===== src/rtl/cam_sccb_init_sequencer_if.sv =====
// Bundles the table ROM, SCCB pad and camera control signals of the camera
// init sequencer.
//   master : the sequencer (drives rom_addr, SCCB pads, camera controls, status)
//   slave  : the surroundings (table ROM, SIOD pad sample, start request)
// ROM_AW must match the ROM_AW of the sequencer it is connected to.
interface cam_sccb_init_sequencer_if #(
    parameter int unsigned ROM_AW = 8
);
    logic              start;      // single-cycle re-run request
    logic [ROM_AW-1:0] rom_addr;   // table address
    logic [15:0]       rom_data;   // {reg, val}, one cycle after rom_addr
    logic              sioc;       // SCCB clock, push-pull
    logic              siod_oe;    // 1 = pull SIOD low
    logic              siod_in;    // SIOD pad sample
    logic              cam_rst_n;  // camera reset, active low
    logic              cam_pwdn;   // camera power-down, active high
    logic              busy;
    logic              done;
    logic              err;

    modport master (
        input  start, rom_data, siod_in,
        output rom_addr, sioc, siod_oe, cam_rst_n, cam_pwdn, busy, done, err
    );

    modport slave (
        output start, rom_data, siod_in,
        input  rom_addr, sioc, siod_oe, cam_rst_n, cam_pwdn, busy, done, err
    );
endinterface


===== src/rtl/cam_sccb_init_sequencer.sv =====
// Camera power-up and SCCB register configuration sequencer.
// After reset it holds the camera in reset, waits for power to settle, then
// walks a (reg, val) table in an external synchronous ROM and writes each
// entry as a 3-phase SCCB write (SLAVE_ID, reg, val). 16'hFFF0 entries insert
// a delay, 16'hFFFF ends the table and raises done.
// Ports:
//   clk_27_i  system clock
//   reset_i   asynchronous active-high reset
//   ctrl_io   master modport: start, rom_addr/rom_data, sioc/siod_oe/siod_in,
//             cam_rst_n, cam_pwdn, busy, done, err
// Optional feature: define SCCB_ACK_CHECK_EN to sample the 9th (ACK) bit;
// a NACK aborts the write with a STOP and retries the entry, and a third NACK
// enters an error state. Without it err is tied low and siod_in is unused.
module cam_sccb_init_sequencer #(
    parameter logic [7:0]  SLAVE_ID   = 8'h42,
    parameter int unsigned CLK_DIV    = 67,
    parameter int unsigned RST_CYCLES = 27000,
    parameter int unsigned PWR_WAIT   = 27000,
    parameter int unsigned DLY_CYCLES = 270000,
    parameter int unsigned ROM_AW     = 8
) (
    input logic                       clk_27_i,
    input logic                       reset_i,
    cam_sccb_init_sequencer_if.master ctrl_io
);

    typedef enum logic [3:0] {
        StCamRst, StPwrWait, StFetchAddr, StFetchData, StDelay,
        StStart, StBit, StStop, StGap, StDone, StError
    } state_e;

    state_e            state_q, state_d;
    logic [31:0]       cnt_q, cnt_d;
    logic [31:0]       div_q, div_d;
    logic [1:0]        sub_q, sub_d;    // tick step inside START/STOP/GAP, quarter in a bit
    logic [3:0]        bit_q, bit_d;    // 0..7 data bits, 8 = ACK slot
    logic [1:0]        byte_q, byte_d;  // 0 = ID, 1 = reg, 2 = val
    logic [7:0]        reg_q, reg_d, val_q, val_d;
    logic              sioc_q, sioc_d, oe_q, oe_d;
    logic              rst_n_q, rst_n_d, pwdn_q, pwdn_d;
    logic              busy_q, busy_d, done_q, done_d;
    logic [ROM_AW-1:0] addr_q, addr_d;
`ifdef SCCB_ACK_CHECK_EN
    logic              err_q, err_d, nack_q, nack_d;
    logic [1:0]        att_q, att_d;    // NACKed attempts of the current entry
`endif

    logic       tick;
    logic [7:0] cur_byte;
    logic       bit_val;

    // Free-running divider; SCCB phases only move on its tick.
    assign tick  = (div_q == CLK_DIV - 1);
    assign div_d = tick ? 32'd0 : div_q + 32'd1;

    always_comb begin
        cur_byte = val_q;
        unique case (byte_q)
            2'd0:    cur_byte = SLAVE_ID;
            2'd1:    cur_byte = reg_q;
            default: cur_byte = val_q;
        endcase
        // ACK slot sends a 1, i.e. SIOD released
        bit_val = (bit_q == 4'd8) ? 1'b1 : cur_byte[3'd7 - bit_q[2:0]];
    end

    always_comb begin
        state_d = state_q;
        cnt_d   = cnt_q;
        sub_d   = sub_q;
        bit_d   = bit_q;
        byte_d  = byte_q;
        reg_d   = reg_q;
        val_d   = val_q;
        sioc_d  = sioc_q;
        oe_d    = oe_q;
        rst_n_d = rst_n_q;
        pwdn_d  = pwdn_q;
        busy_d  = busy_q;
        done_d  = done_q;
        addr_d  = addr_q;
`ifdef SCCB_ACK_CHECK_EN
        err_d   = err_q;
        nack_d  = nack_q;
        att_d   = att_q;
`endif
        case (state_q)
            StCamRst: begin
                pwdn_d = 1'b0;
                busy_d = 1'b1;
                if (cnt_q == RST_CYCLES - 1) begin
                    rst_n_d = 1'b1;
                    cnt_d   = 32'd0;
                    state_d = StPwrWait;
                end else begin
                    cnt_d = cnt_q + 32'd1;
                end
            end
            StPwrWait: begin
                if (cnt_q == PWR_WAIT - 1) begin
                    cnt_d   = 32'd0;
                    state_d = StFetchAddr;
                end else begin
                    cnt_d = cnt_q + 32'd1;
                end
            end
            // rom_addr is already stable; the ROM registers its output this cycle
            StFetchAddr: state_d = StFetchData;
            StFetchData: begin
                if (ctrl_io.rom_data == 16'hFFFF) begin
                    done_d  = 1'b1;
                    busy_d  = 1'b0;
                    state_d = StDone;
                end else if (ctrl_io.rom_data == 16'hFFF0) begin
                    cnt_d   = 32'd0;
                    state_d = StDelay;
                end else begin
                    reg_d   = ctrl_io.rom_data[15:8];
                    val_d   = ctrl_io.rom_data[7:0];
                    sub_d   = 2'd0;
                    state_d = StStart;
                end
            end
            StDelay: begin
                if (cnt_q == DLY_CYCLES - 1) begin
                    cnt_d   = 32'd0;
                    addr_d  = addr_q + 1'b1;
                    state_d = StFetchAddr;
                end else begin
                    cnt_d = cnt_q + 32'd1;
                end
            end
            StStart: begin
                if (tick) begin
                    if (sub_q == 2'd0) begin
                        oe_d  = 1'b1;  // SIOD falls with SIOC high
                        sub_d = 2'd1;
                    end else begin
                        sioc_d  = 1'b0;
                        sub_d   = 2'd0;
                        bit_d   = 4'd0;
                        byte_d  = 2'd0;
                        state_d = StBit;
                    end
                end
            end
            StBit: begin
                if (tick) begin
                    sub_d = sub_q + 2'd1;
                    case (sub_q)
                        2'd0: begin
                            sioc_d = 1'b0;
                            oe_d   = ~bit_val;
                        end
                        2'd2: sioc_d = 1'b1;
                        2'd3: begin
                            if (bit_q == 4'd8) begin
                                bit_d = 4'd0;
                                if (byte_q == 2'd2) begin
                                    state_d = StStop;
                                end else begin
                                    byte_d = byte_q + 2'd1;
                                end
                            end else begin
                                bit_d = bit_q + 4'd1;
                            end
`ifdef SCCB_ACK_CHECK_EN
                            if (bit_q == 4'd8 && ctrl_io.siod_in) begin
                                nack_d  = 1'b1;
                                state_d = StStop;
                            end
`endif
                        end
                        default: ;
                    endcase
                end
            end
            StStop: begin
                if (tick) begin
                    case (sub_q)
                        2'd0: begin
                            sioc_d = 1'b0;
                            oe_d   = 1'b1;
                            sub_d  = 2'd1;
                        end
                        2'd1: begin
                            sioc_d = 1'b1;
                            sub_d  = 2'd2;
                        end
                        default: begin
                            oe_d    = 1'b0;  // SIOD rises with SIOC high
                            sub_d   = 2'd0;
                            addr_d  = addr_q + 1'b1;
                            state_d = StGap;
`ifdef SCCB_ACK_CHECK_EN
                            att_d = 2'd0;
                            if (nack_q) begin
                                nack_d = 1'b0;
                                addr_d = addr_q;  // retry the same entry
                                if (att_q == 2'd2) begin
                                    busy_d  = 1'b0;
                                    err_d   = 1'b1;
                                    state_d = StError;
                                end else begin
                                    att_d = att_q + 2'd1;
                                end
                            end
`endif
                        end
                    endcase
                end
            end
            StGap: begin
                if (tick) begin
                    sub_d = sub_q + 2'd1;
                    if (sub_q == 2'd3) begin
                        state_d = StFetchAddr;
                    end
                end
            end
            StDone: begin
                if (ctrl_io.start) begin
                    done_d  = 1'b0;
                    busy_d  = 1'b1;
                    addr_d  = '0;
                    state_d = StFetchAddr;
                end
            end
`ifdef SCCB_ACK_CHECK_EN
            StError: begin
                if (ctrl_io.start) begin
                    err_d   = 1'b0;
                    busy_d  = 1'b1;
                    att_d   = 2'd0;
                    addr_d  = '0;
                    state_d = StFetchAddr;
                end
            end
`endif
            default: state_d = StCamRst;
        endcase
    end

    always_ff @(posedge clk_27_i or posedge reset_i) begin
        if (reset_i) begin
            state_q <= StCamRst;
            cnt_q   <= 32'd0;
            div_q   <= 32'd0;
            sub_q   <= 2'd0;
            bit_q   <= 4'd0;
            byte_q  <= 2'd0;
            reg_q   <= 8'd0;
            val_q   <= 8'd0;
            sioc_q  <= 1'b1;
            oe_q    <= 1'b0;
            rst_n_q <= 1'b0;
            pwdn_q  <= 1'b1;
            busy_q  <= 1'b0;
            done_q  <= 1'b0;
            addr_q  <= '0;
`ifdef SCCB_ACK_CHECK_EN
            err_q   <= 1'b0;
            nack_q  <= 1'b0;
            att_q   <= 2'd0;
`endif
        end else begin
            state_q <= state_d;
            cnt_q   <= cnt_d;
            div_q   <= div_d;
            sub_q   <= sub_d;
            bit_q   <= bit_d;
            byte_q  <= byte_d;
            reg_q   <= reg_d;
            val_q   <= val_d;
            sioc_q  <= sioc_d;
            oe_q    <= oe_d;
            rst_n_q <= rst_n_d;
            pwdn_q  <= pwdn_d;
            busy_q  <= busy_d;
            done_q  <= done_d;
            addr_q  <= addr_d;
`ifdef SCCB_ACK_CHECK_EN
            err_q   <= err_d;
            nack_q  <= nack_d;
            att_q   <= att_d;
`endif
        end
    end

    assign ctrl_io.rom_addr  = addr_q;
    assign ctrl_io.sioc      = sioc_q;
    assign ctrl_io.siod_oe   = oe_q;
    assign ctrl_io.cam_rst_n = rst_n_q;
    assign ctrl_io.cam_pwdn  = pwdn_q;
    assign ctrl_io.busy      = busy_q;
    assign ctrl_io.done      = done_q;
`ifdef SCCB_ACK_CHECK_EN
    assign ctrl_io.err       = err_q;
`else
    assign ctrl_io.err       = 1'b0;
`endif

endmodule


===== src/flat_wrapper.sv =====
// flat-port wrapper written by rule: the top's interface ports become plain ports
module cam_sccb_init_sequencer_flat 
#(
    parameter logic [7:0]  SLAVE_ID   = 8'h42,
    parameter int unsigned CLK_DIV    = 67,
    parameter int unsigned RST_CYCLES = 27000,
    parameter int unsigned PWR_WAIT   = 27000,
    parameter int unsigned DLY_CYCLES = 270000,
    parameter int unsigned ROM_AW     = 8
)
  (clk_27_i, reset_i, ctrl_io_start, ctrl_io_rom_data, ctrl_io_siod_in, ctrl_io_rom_addr, ctrl_io_sioc, ctrl_io_siod_oe, ctrl_io_cam_rst_n, ctrl_io_cam_pwdn, ctrl_io_busy, ctrl_io_done, ctrl_io_err);
  cam_sccb_init_sequencer_if #(.ROM_AW(ROM_AW)) ctrl_io_i ();
  input logic clk_27_i;
  input logic reset_i;
  input wire logic [$bits(ctrl_io_i.start)-1:0] ctrl_io_start;
  input wire logic [$bits(ctrl_io_i.rom_data)-1:0] ctrl_io_rom_data;
  input wire logic [$bits(ctrl_io_i.siod_in)-1:0] ctrl_io_siod_in;
  output wire logic [$bits(ctrl_io_i.rom_addr)-1:0] ctrl_io_rom_addr;
  output wire logic [$bits(ctrl_io_i.sioc)-1:0] ctrl_io_sioc;
  output wire logic [$bits(ctrl_io_i.siod_oe)-1:0] ctrl_io_siod_oe;
  output wire logic [$bits(ctrl_io_i.cam_rst_n)-1:0] ctrl_io_cam_rst_n;
  output wire logic [$bits(ctrl_io_i.cam_pwdn)-1:0] ctrl_io_cam_pwdn;
  output wire logic [$bits(ctrl_io_i.busy)-1:0] ctrl_io_busy;
  output wire logic [$bits(ctrl_io_i.done)-1:0] ctrl_io_done;
  output wire logic [$bits(ctrl_io_i.err)-1:0] ctrl_io_err;
  assign ctrl_io_i.start = ctrl_io_start;
  assign ctrl_io_i.rom_data = ctrl_io_rom_data;
  assign ctrl_io_i.siod_in = ctrl_io_siod_in;
  assign ctrl_io_rom_addr = ctrl_io_i.rom_addr;
  assign ctrl_io_sioc = ctrl_io_i.sioc;
  assign ctrl_io_siod_oe = ctrl_io_i.siod_oe;
  assign ctrl_io_cam_rst_n = ctrl_io_i.cam_rst_n;
  assign ctrl_io_cam_pwdn = ctrl_io_i.cam_pwdn;
  assign ctrl_io_busy = ctrl_io_i.busy;
  assign ctrl_io_done = ctrl_io_i.done;
  assign ctrl_io_err = ctrl_io_i.err;
  cam_sccb_init_sequencer #(.SLAVE_ID(SLAVE_ID), .CLK_DIV(CLK_DIV), .RST_CYCLES(RST_CYCLES), .PWR_WAIT(PWR_WAIT), .DLY_CYCLES(DLY_CYCLES), .ROM_AW(ROM_AW)) u_core (.clk_27_i(clk_27_i), .reset_i(reset_i), .ctrl_io(ctrl_io_i));
endmodule

===== config.mk =====
export PLATFORM = sky130hd
export DESIGN_NAME = cam_sccb_init_sequencer_flat
export DESIGN_NICKNAME = d
export VERILOG_FILES = /design/src/rtl/cam_sccb_init_sequencer_if.sv /design/src/rtl/cam_sccb_init_sequencer.sv /design/src/flat_wrapper.sv
export SDC_FILE = /design/constraint.sdc
export NUM_CORES = 1
export LEC_CHECK = 0
export ABC_AREA = 1
export CAP_MARGIN = 25
export CORE_UTILIZATION = 50
export DETAILED_ROUTE_END_ITERATION = 7
export GPL_ROUTABILITY_DRIVEN = 0
export PLACE_DENSITY = 0.68
export SLEW_MARGIN = 0
export SYNTH_ARGS = -nofsm -noshare
export SYNTH_HDL_FRONTEND = slang
export SYNTH_SLANG_ARGS = --single-unit

===== constraint.sdc =====
create_clock -name clk_27_i -period 4.2 [get_ports clk_27_i]
set_clock_uncertainty 0.2 [all_clocks]
set_input_delay 0.84 -clock clk_27_i [delete_from_list [all_inputs] [get_ports clk_27_i]]
set_output_delay 0.84 -clock clk_27_i [all_outputs]
set_load 0.02 [all_outputs]

# After elaboration in Yosys (flattened, before gate mapping)
# Index checks and enable logic that the tools add are counted.
totals:
  ram_bits: 0
  output_inout_bits: 15
  register_bits: 106
  memories: 0
  elab_cells: 169
  mem_bits_ro: 0
  latch_bits: 0
classes:
  mux: 73
  addsub: 7
  n_mul: 0
  order_cmp: 1
  bitwise: 3
  shifts: 0
  n_div: 0
  n_eq_ne: 45
  reduce_logical: 25
op_table:
  columns: ["cell", "count"]
  rows:
  - ["$mux W32", 5]
  - ["$pmux W32 S3", 1]
  - ["$mux W4", 20]
  - ["$add A32 B1 Y32 const B", 2]
  - ["$pmux W4 S10", 1]
  - ["$eq A16 B16 Y1 const B", 2]
  - ["$eq A32 B15 Y1 const B", 1]
  - ["$eq A32 B19 Y1 const B", 1]
  - ["$eq A32 B7 Y1 const B", 1]
  - ["$mux W8", 4]
  - ["$ne A2 B1 Y1 const B", 16]
  - ["$pmux W8 S3", 1]
  - ["$mux W2", 11]
  - ["$reduce_and A7 Y1", 3]
  - ["$mux W1", 17]
  - ["$eq A4 B3 Y1 const B", 4]
  - ["$pmux W8 S2", 1]
  - ["$ne A2 B2 Y1 const B", 7]
  - ["$reduce_and A14 Y1", 1]
  - ["$eq A4 B4 Y1 const B", 3]
  - ["$reduce_and A3 Y1", 4]
  - ["$reduce_bool A3 Y1", 4]
  - ["$reduce_and A5 Y1", 2]
  - ["$pmux W1 S3", 3]
  - ["other kinds (24)", 39]

# Depth between registers and ports, before layout
# Gate-level depths: netlist of run 1.
depth:
  word_depth: 9
  mapped_depth: 13

# Worst setup path after synthesis of run 1
# No wires, ideal clock.
synth_timing:
  path_kind: "input port to flip-flop"
  startpoint: "input ctrl_io_rom_data[2]"
  endpoint: "register u_core.reg_q[0]"
  path_buffers: 1
  t_required_ps: 3875
  slack_ps: 2042
  cell_stages: 6
  arrival_ps: 1833
  setup_ps: 125
  path_cell_list: "inv_1 > nor3_1 > nand3b_1 > nand3_2 > buf_2 > mux2_2"
synth_between:
  elab_chain_cells: 3
  elab_cells_between_ends: 5
  classes_between: "2 x eq/ne; 2 x bitwise; 1 x reduce/logical"
synth_lines:
  columns: ["item", "line_no", "text"]
  rows:
  - ["start, declared", "flat_wrapper.sv:16", "input wire logic [$bits(ctrl_io_i.rom_data)-1:0] ctrl_io_rom_data;"]
  - ["$eq A16 B16 Y1 (on tied branches)", "cam_sccb_init_sequencer.sv:110, cam_sccb_init_sequencer.sv:114", null]
  - ["$not A1 Y1 (no line)", null, null]
  - ["$reduce_and A3 Y1 (no line) *", null, null]
  - ["end signal, assigned", "cam_sccb_init_sequencer.sv:273", "reg_q <= reg_d;"]
  - ["end, declared", "cam_sccb_init_sequencer.sv:38", "logic [7:0] reg_q, reg_d, val_q, val_d;"]
# Every way passes the cells marked *; elsewhere a longest branch is shown, timed or not.
# A chain may end at the register's enable or synchronous reset.

# Final worst setup path of run 1
layout_timing:
  startpoint: "input ctrl_io_rom_data[11]"
  endpoint: "register u_core.cnt_q[13]"
layout_between:
  elab_chain_cells: 3
  elab_cells_between_ends: 5
  classes_between: "4 x eq/ne; 1 x reduce/logical"
layout_lines:
  columns: ["item", "line_no", "text"]
  rows:
  - ["$eq A16 B16 Y1 (on tied branches)", "cam_sccb_init_sequencer.sv:110, cam_sccb_init_sequencer.sv:114", null]
  - ["$ne A2 B2 Y1 (no line) / $ne A2 B1 Y1 (equally long branches)", null, null]
  - ["$reduce_and A3 Y1 (no line) *", null, null]
  - ["end signal, assigned", "cam_sccb_init_sequencer.sv:268", "cnt_q <= cnt_d;"]
  - ["end, declared", "cam_sccb_init_sequencer.sv:33", "logic [31:0] cnt_q, cnt_d;"]
# Marked as above.

==> qor.log, run 1 <==
INFO  status         outcome=completed
INFO  setup_path     crit_type=input pin to flip-flop
INFO  global_route   gr-usage-met3=2.99%
INFO  clock_network  cts_hold_buf=0
INFO  pwr            power_leakage=3.78nW
INFO  route          drt-initial-drc-count=394
INFO  placement      dp_hpwl=11.7mm
INFO  route          postRouteWirelength=15.7mm
INFO  global_route   first_global_vias=5815
INFO  synth          synth.ff_latch_count=106
INFO  die            boundaryPins=35
INFO  sta            worst_pin_slew=773ps
INFO  finish         antennaDiodeCount=0
INFO  route          avgViaCountPerCell=5.23
INFO  synth          syn-cell-area=6920squm
INFO  clock_network  clock-sinks=106
INFO  hold_path      holdCritPathClass=flip-flop to flip-flop
INFO  synth          number_of_flops_mapped_to_enable_cells_by_yosys=0
INFO  synth          postSynthNetCount=1012
INFO  setup_path     critPathBufInv=3
INFO  setup_path     worst_setup_path_start_kind=input pin
INFO  synth          avgSynthCellArea=7.08squm
INFO  synth          postSynth.topFlopCell=dfrtp_1
INFO  finish         filler_cell_count=1306
INFO  route          drt_drc_violations_left=0
INFO  die            die_w=120microns
INFO  global_route   total_grt_usage=23.9%
INFO  setup_path     ff2ff_path_depth=9
INFO  global_route   grt_remaining_overflow=0
INFO  clock_network  clk_lat_worst_skew=360ps
INFO  setup_path     worst_r2r_endpoint=u_core.cnt_q[14]
INFO  finish         commonest_cells_after_routing_fill_and_taps_aside=277 x nand2_1, 136 x nor2_1, 125 x inv_1, 104 x dfrtp_1, 51 x nand3_1
INFO  run            total_of_max_cap_violations=0
INFO  placement      port-buffer-count=32
INFO  clock_network  clock_path_buffers=2
INFO  clock_network  cts_inserted_buffers=9
INFO  route          num_vias=6219
INFO  setup_path     critPathCaptureType=flip-flop
INFO  global_route   groute.layer.met1.usage=34.3%
INFO  clock_network  clk_pin_slew=80ps
INFO  hold_path      min_to=u_core.ctrl_io.cam_pwdn
INFO  sta            hold_violations=0
INFO  synth          synth_seq_area_share=38.4%
INFO  route          ant_nets=0
INFO  route          drt_first_pass_iters=5
INFO  setup_path     crit-reg2reg-launch=u_core.cnt_q[1]
INFO  finish         final_net_count=1044
INFO  setup_path     worst_ep_required_time=4250ps
INFO  finish         flow.area_growth_from_synthesis=11.9%
INFO  sta            fin_tns_setup=0ps
INFO  sta            slew_viol_final=0
INFO  setup_path     cp.arrival=2820ps
INFO  sta            unrepaired_setup_endpoints_after_global_routing=no
INFO  setup_path     timing.critical_path.cells=clkdlybuf4s50_1 -> nand4_1 -> nor2_1 -> nand2_1 -> nand2_2 -> nand2_4 -> inv_2 -> buf_4 -> nand3_1 -> nor2_1 -> nor2_1
INFO  setup_path     cpMaxStageDelayCell=clkdlybuf4s50_1
INFO  global_route   grt_busiest_layer=met2
INFO  die            floorplan.die.height=120microns
INFO  sta            achievable-frequency=0.361GHz
INFO  die            initial_utilization=51.8%
INFO  die            floorplan.die_area=14300squm
INFO  clock_network  cts.htree.levels=3
INFO  sta            period_minus_slack=2770ps
INFO  finish         mostFrequentLayoutCell=nand2_1
INFO  clock_network  cts_tree=built
INFO  global_route   grt_antenna_before_repair=0
INFO  setup_path     crit_path_max_fanout=34
INFO  finish         post-route-util=58.0%
INFO  synth          synth.distinct_cells=48
INFO  sta            finalCritPeriodShare=65.9%
INFO  hold_path      min_delay_path_depth=2
INFO  sta            setup-violations-final=0
INFO  clock_network  post_cts_resize_count=0
INFO  pwr            worst_ir_drop_vdd=208uV
INFO  synth          yosys_warning_total=0
INFO  sta            slew_headroom=48.4%
INFO  die            core_area=13300squm
INFO  setup_path     worst-r2r-setup-slack=1750ps
INFO  clock_network  ctsRootBufferMaster=clkbuf_16
INFO  hold_path      hold_path.startpoint=u_core.ctrl_io.cam_pwdn
INFO  route          wl_per_cell=13.2microns
INFO  synth          postSynthCellCount=977
INFO  setup_path     critPathMaxStageDelay=480ps
INFO  die            placementRows=42
INFO  clock_network  post-cts-setup-buffers=0
INFO  setup_path     critical-path-top-delay-family=simple AND/OR/NAND/NOR gates
INFO  setup_path     worst_path_most_repeated_cell=nor2_1
INFO  finish         drive_gt1_share=7.50%
INFO  global_route   grt_first_pass_wirelength=27.5mm
INFO  synth          async_flop_share=100%
INFO  pwr            cellPowerDensity=260nW/um^2
INFO  global_route   met2_usage_in_global_routing=37.1%
INFO  global_route   pin_count_of_the_biggest_net_entering_global_routing=59
## through the flow
stage                     area [sq um]  setup slack (ps)  hold slack, ps  instances  power, mW
final                             7740              1430             259       1190       2.01
after detailed placement          7400              1050             247       1174       1.09
after global placement            7400              1100             233       1174       1.09
after global routing              7740              1260             272       1190       2.08
after CTS                         7740              1430             259       1190       2.03
after floorplan                   6920               374             253        977       1.06
## worst min-delay path, cell delays in order (launching register included)
cell and delay (ps):
dfstp_2 370, inv_1 50, nor2_1 40
## registers in the layout, indices dropped and copies added, names as in the netlist
register and flops:
u_core.ctrl_io.sioc 1, u_core.ctrl_io.cam_pwdn 1, u_core.ctrl_io.busy 1, u_core.ctrl_io.siod_oe 1, u_core.reg_q 8, u_core.cnt_q 32
u_core.state_q 4, u_core.val_q 8, u_core.sub_q 2, u_core.bit_q 4, u_core.ctrl_io.cam_rst_n 1, u_core.ctrl_io.done 1
u_core.ctrl_io.rom_addr 8, u_core.div_q 32, u_core.byte_q 2
## power by group
part | internal (mW) | switching (mW)
Sequential | 1.02 | 0
Clock | 0.534 | 0.413
Combinational | 0.0178 | 0.0264
Total | 1.57 | 0.439
## cells in the mapped netlist (all sizes together), types with 3 or more instances
cell | instances | area (sq um)
nand3b | 4 | 30.0
o21ai | 56 | 299
inv | 137 | 514
o211ai | 13 | 97.6
dfrtp | 104 | 2600
xnor2 | 6 | 52.6
a21oi | 20 | 108
ha | 15 | 188
mux2 | 12 | 135
nor2 | 146 | 617
nor4 | 6 | 37.5
xor2 | 29 | 254
buf | 10 | 76.3
nor3 | 28 | 145
or2 | 4 | 25.0
nand3 | 55 | 303
nand4 | 28 | 175
nand2 | 284 | 1090
clkbuf | 3 | 11.3
## kinds of logic (layout without fill, tap and decap cells)
family / Yosys count / after routing / synth area share [%]
multiplexers: 12 / 12 / 1.95
AO/OA/AOI/OAI: 97 / 97 / 8.18
buffers and inverters: 151 / 188 / 8.75
other: 1 / 1 / 0.0542
XOR/XNOR: 35 / 35 / 4.43
AND/OR/NAND/NOR: 560 / 560 / 35.5
flip-flops: 106 / 106 / 38.4
adder cells (fa/ha/maj): 15 / 15 / 2.71
## worst max path at each step
stage                          from               end  cells after the start
3_5_place_dp   ctrl_io_rom_data[11]  u_core.cnt_q[13]                     12
6_report       ctrl_io_rom_data[11]  u_core.cnt_q[13]                     11
4_1_cts        ctrl_io_rom_data[11]  u_core.cnt_q[13]                     11
3_3_place_gp   ctrl_io_rom_data[11]   u_core.cnt_q[5]                     11
5_1_grt        ctrl_io_rom_data[11]  u_core.cnt_q[13]                     11
2_1_floorplan               reset_i   u_core.bit_q[0]                      1
## per-layer routing
metal,vias up,share of wire [%]
met2,148,44
met5,-,0
li1,3180,-
met4,0,2.1
met3,24,3.7
met1,2867,50
## layout make-up
class | count | area (sq um) | area share, %
clock buffers | 9 | 225 | 2.91
clock inverters | 7 | 113 | 1.46
inverters | 138 | 520 | 6.73
multi-input cells | 720 | 3660 | 47.3
flip-flops and latches | 106 | 2660 | 34.3
well taps | 176 | 220 | 2.85
repair buffers | 34 | 348 | 4.49
Note: power is estimated with default switching activity, not from simulation.
==> inputs of run 2 (changes only) <==
==> constraint.sdc (replaced) <==
create_clock -name clk_27_i -period 2.83 [get_ports clk_27_i]
set_clock_uncertainty 0.2 [all_clocks]
set_input_delay 0.566 -clock clk_27_i [delete_from_list [all_inputs] [get_ports clk_27_i]]
set_output_delay 0.566 -clock clk_27_i [all_outputs]
set_load 0.02 [all_outputs]
==> run 2 against run 1 <==
  * Sequential share of layout area fell by 0.094 points
  * Sequential power up 48%
  * Critical path depth down 2
  * First-iteration DRC count is 0.76% lower
  * Clock power grew 39%
  * Routed wire length shrank 0.95%
  * Die area did not move
  * Final cell count up 0.50%
  * Combinational power is 55% higher
  * Critical path type unchanged
==> qor.log, run 2 (synthesis results as in run 1) <==
INFO  status         outcome=completed
INFO  die            initial_utilization=51.8%
INFO  clock_network  post_cts_resize_count=0
INFO  clock_network  clock_path_buffers=2
INFO  setup_path     cp.arrival=2420ps
INFO  route          avgViaCountPerCell=5.14
INFO  sta            period_minus_slack=2370ps
INFO  finish         flow.area_growth_from_synthesis=12.2%
INFO  sta            fin_tns_setup=0ps
INFO  global_route   grt_remaining_overflow=0
INFO  global_route   grt_antenna_before_repair=0
INFO  global_route   pin_count_of_the_biggest_net_entering_global_routing=59
INFO  route          postRouteWirelength=15.6mm
INFO  route          num_vias=6147
INFO  route          drt_first_pass_iters=5
INFO  sta            slew_headroom=66.0%
INFO  clock_network  ctsRootBufferMaster=clkbuf_16
INFO  sta            achievable-frequency=0.421GHz
INFO  die            floorplan.die_area=14300squm
INFO  die            floorplan.die.height=120microns
INFO  sta            finalCritPeriodShare=83.8%
INFO  pwr            cellPowerDensity=374nW/um^2
INFO  setup_path     critPathCaptureType=flip-flop
INFO  clock_network  clock-sinks=106
INFO  finish         post-route-util=58.1%
INFO  setup_path     crit_type=input pin to flip-flop
INFO  route          drt-initial-drc-count=391
INFO  pwr            power_leakage=3.79nW
INFO  pwr            worst_ir_drop_vdd=244uV
INFO  route          wl_per_cell=13.0microns
INFO  setup_path     worst_ep_required_time=2870ps
INFO  route          drt_drc_violations_left=0
INFO  finish         layout.area.seq=2660squm
INFO  clock_network  clk_lat_worst_skew=360ps
INFO  global_route   grt_first_pass_wirelength=27.3mm
INFO  sta            slew_viol_final=0
INFO  clock_network  cts_inserted_buffers=9
INFO  setup_path     crit_path_max_fanout=16
INFO  die            boundaryPins=35
INFO  finish         filler_cell_count=1328
INFO  hold_path      holdCritPathClass=flip-flop to flip-flop
INFO  sta            setup-violations-final=0
INFO  sta            worst_pin_slew=506ps
INFO  clock_network  cts.htree.levels=3
INFO  finish         antennaDiodeCount=0
INFO  finish         drive_gt1_share=8.04%
INFO  die            die_w=120microns
INFO  global_route   first_global_vias=5796
INFO  route          ant_nets=0
INFO  setup_path     startpoint=ctrl_io_rom_data[15]
INFO  clock_network  cts_tree=built
INFO  hold_path      hold_path.startpoint=u_core.ctrl_io.cam_pwdn
INFO  clock_network  cts_hold_buf=0
INFO  sta            hold_violations=0
INFO  setup_path     worst_setup_path_start_kind=input pin
INFO  finish         area_of_the_multi_input_gates=3660squm
INFO  placement      port-buffer-count=32
INFO  die            core_area=13300squm
INFO  setup_path     crit-reg2reg-launch=u_core.cnt_q[1]
INFO  sta            unrepaired_setup_endpoints_after_global_routing=no
INFO  clock_network  post-cts-setup-buffers=0
INFO  clock_network  clk_pin_slew=70ps
INFO  die            placementRows=42
INFO  placement      dp_hpwl=11.8mm
INFO  global_route   total_grt_usage=23.7%
INFO  finish         final_net_count=1050
INFO  finish         commonest_cells_after_routing_fill_and_taps_aside=277 x nand2_1, 136 x nor2_1, 125 x inv_1, 104 x dfrtp_1, 51 x nand3_1
INFO  run            total_of_max_cap_violations=0
INFO  finish         largestRegisters=u_core.cnt_q (32), u_core.div_q (32)
INFO  finish         mostFrequentLayoutCell=nand2_1
run 2: final cells by class:
cell class	count	area share, %
Clock buffer	9	2.90
Clock inverter	7	1.13
Inverter	138	6.72
Multi-Input combinational cell	720	47.1
Sequential cell	106	34.2
Tap cell	176	2.84
Timing Repair Buffer	40	5.06
run 2: critical path, cell delays in order:
cell	delay, ps
clkdlybuf4s50_1	470
nand4_1	110
nor2_1	230
nand2_1	140
nand2_2	120
nand2_4	140
inv_2	110
nand3_2	260
and3_1	260
run 2: where the power goes:
group,internal [mW],leakage (nW),switching [mW]
sequential,1.51,1.34,0
clock,0.704,0.151,0.614
combinational,0.0291,2.30,0.0392
total,2.25,3.79,0.653
run 2: metal layers:
layer	vias up	GRT usage, %	wire [microns]
li1	3196	-	-
met4	0	7.66	227
met1	2790	34.4	7620
met5	-	0	0
met2	147	36.7	7040
met3	14	2.80	703
run 2: path summary, 6_finish.rpt:
check / to / slack [ps] / cells past startpoint
worst min register to register: u_core.ctrl_io.cam_pwdn / 240 / 2
worst max-delay path: u_core.cnt_q[14] / 460 / 9
min in group asynchronous: u_core.div_q[14] / 320 / 2
worst min-delay path: u_core.ctrl_io.cam_pwdn / 240 / 2
worst max register to register: u_core.cnt_q[14] / 480 / 9
max in group asynchronous: u_core.ctrl_io.sioc / 1480 / 3
run 2: per-stage QoR:
stage | worst slack, ps | cells | hold slack, ps | power [mW] | cell area, sq um
2_1_floorplan | 792 | 977 | 253 | 1.57 | 6920
3_3_place_gp | 109 | 1180 | 233 | 1.61 | 7450
3_5_place_dp | 86.5 | 1180 | 233 | 1.62 | 7450
4_1_cts | 466 | 1196 | 245 | 2.94 | 7760
5_1_grt | 211 | 1196 | 271 | 2.99 | 7760
6_report | 457 | 1196 | 242 | 2.90 | 7760
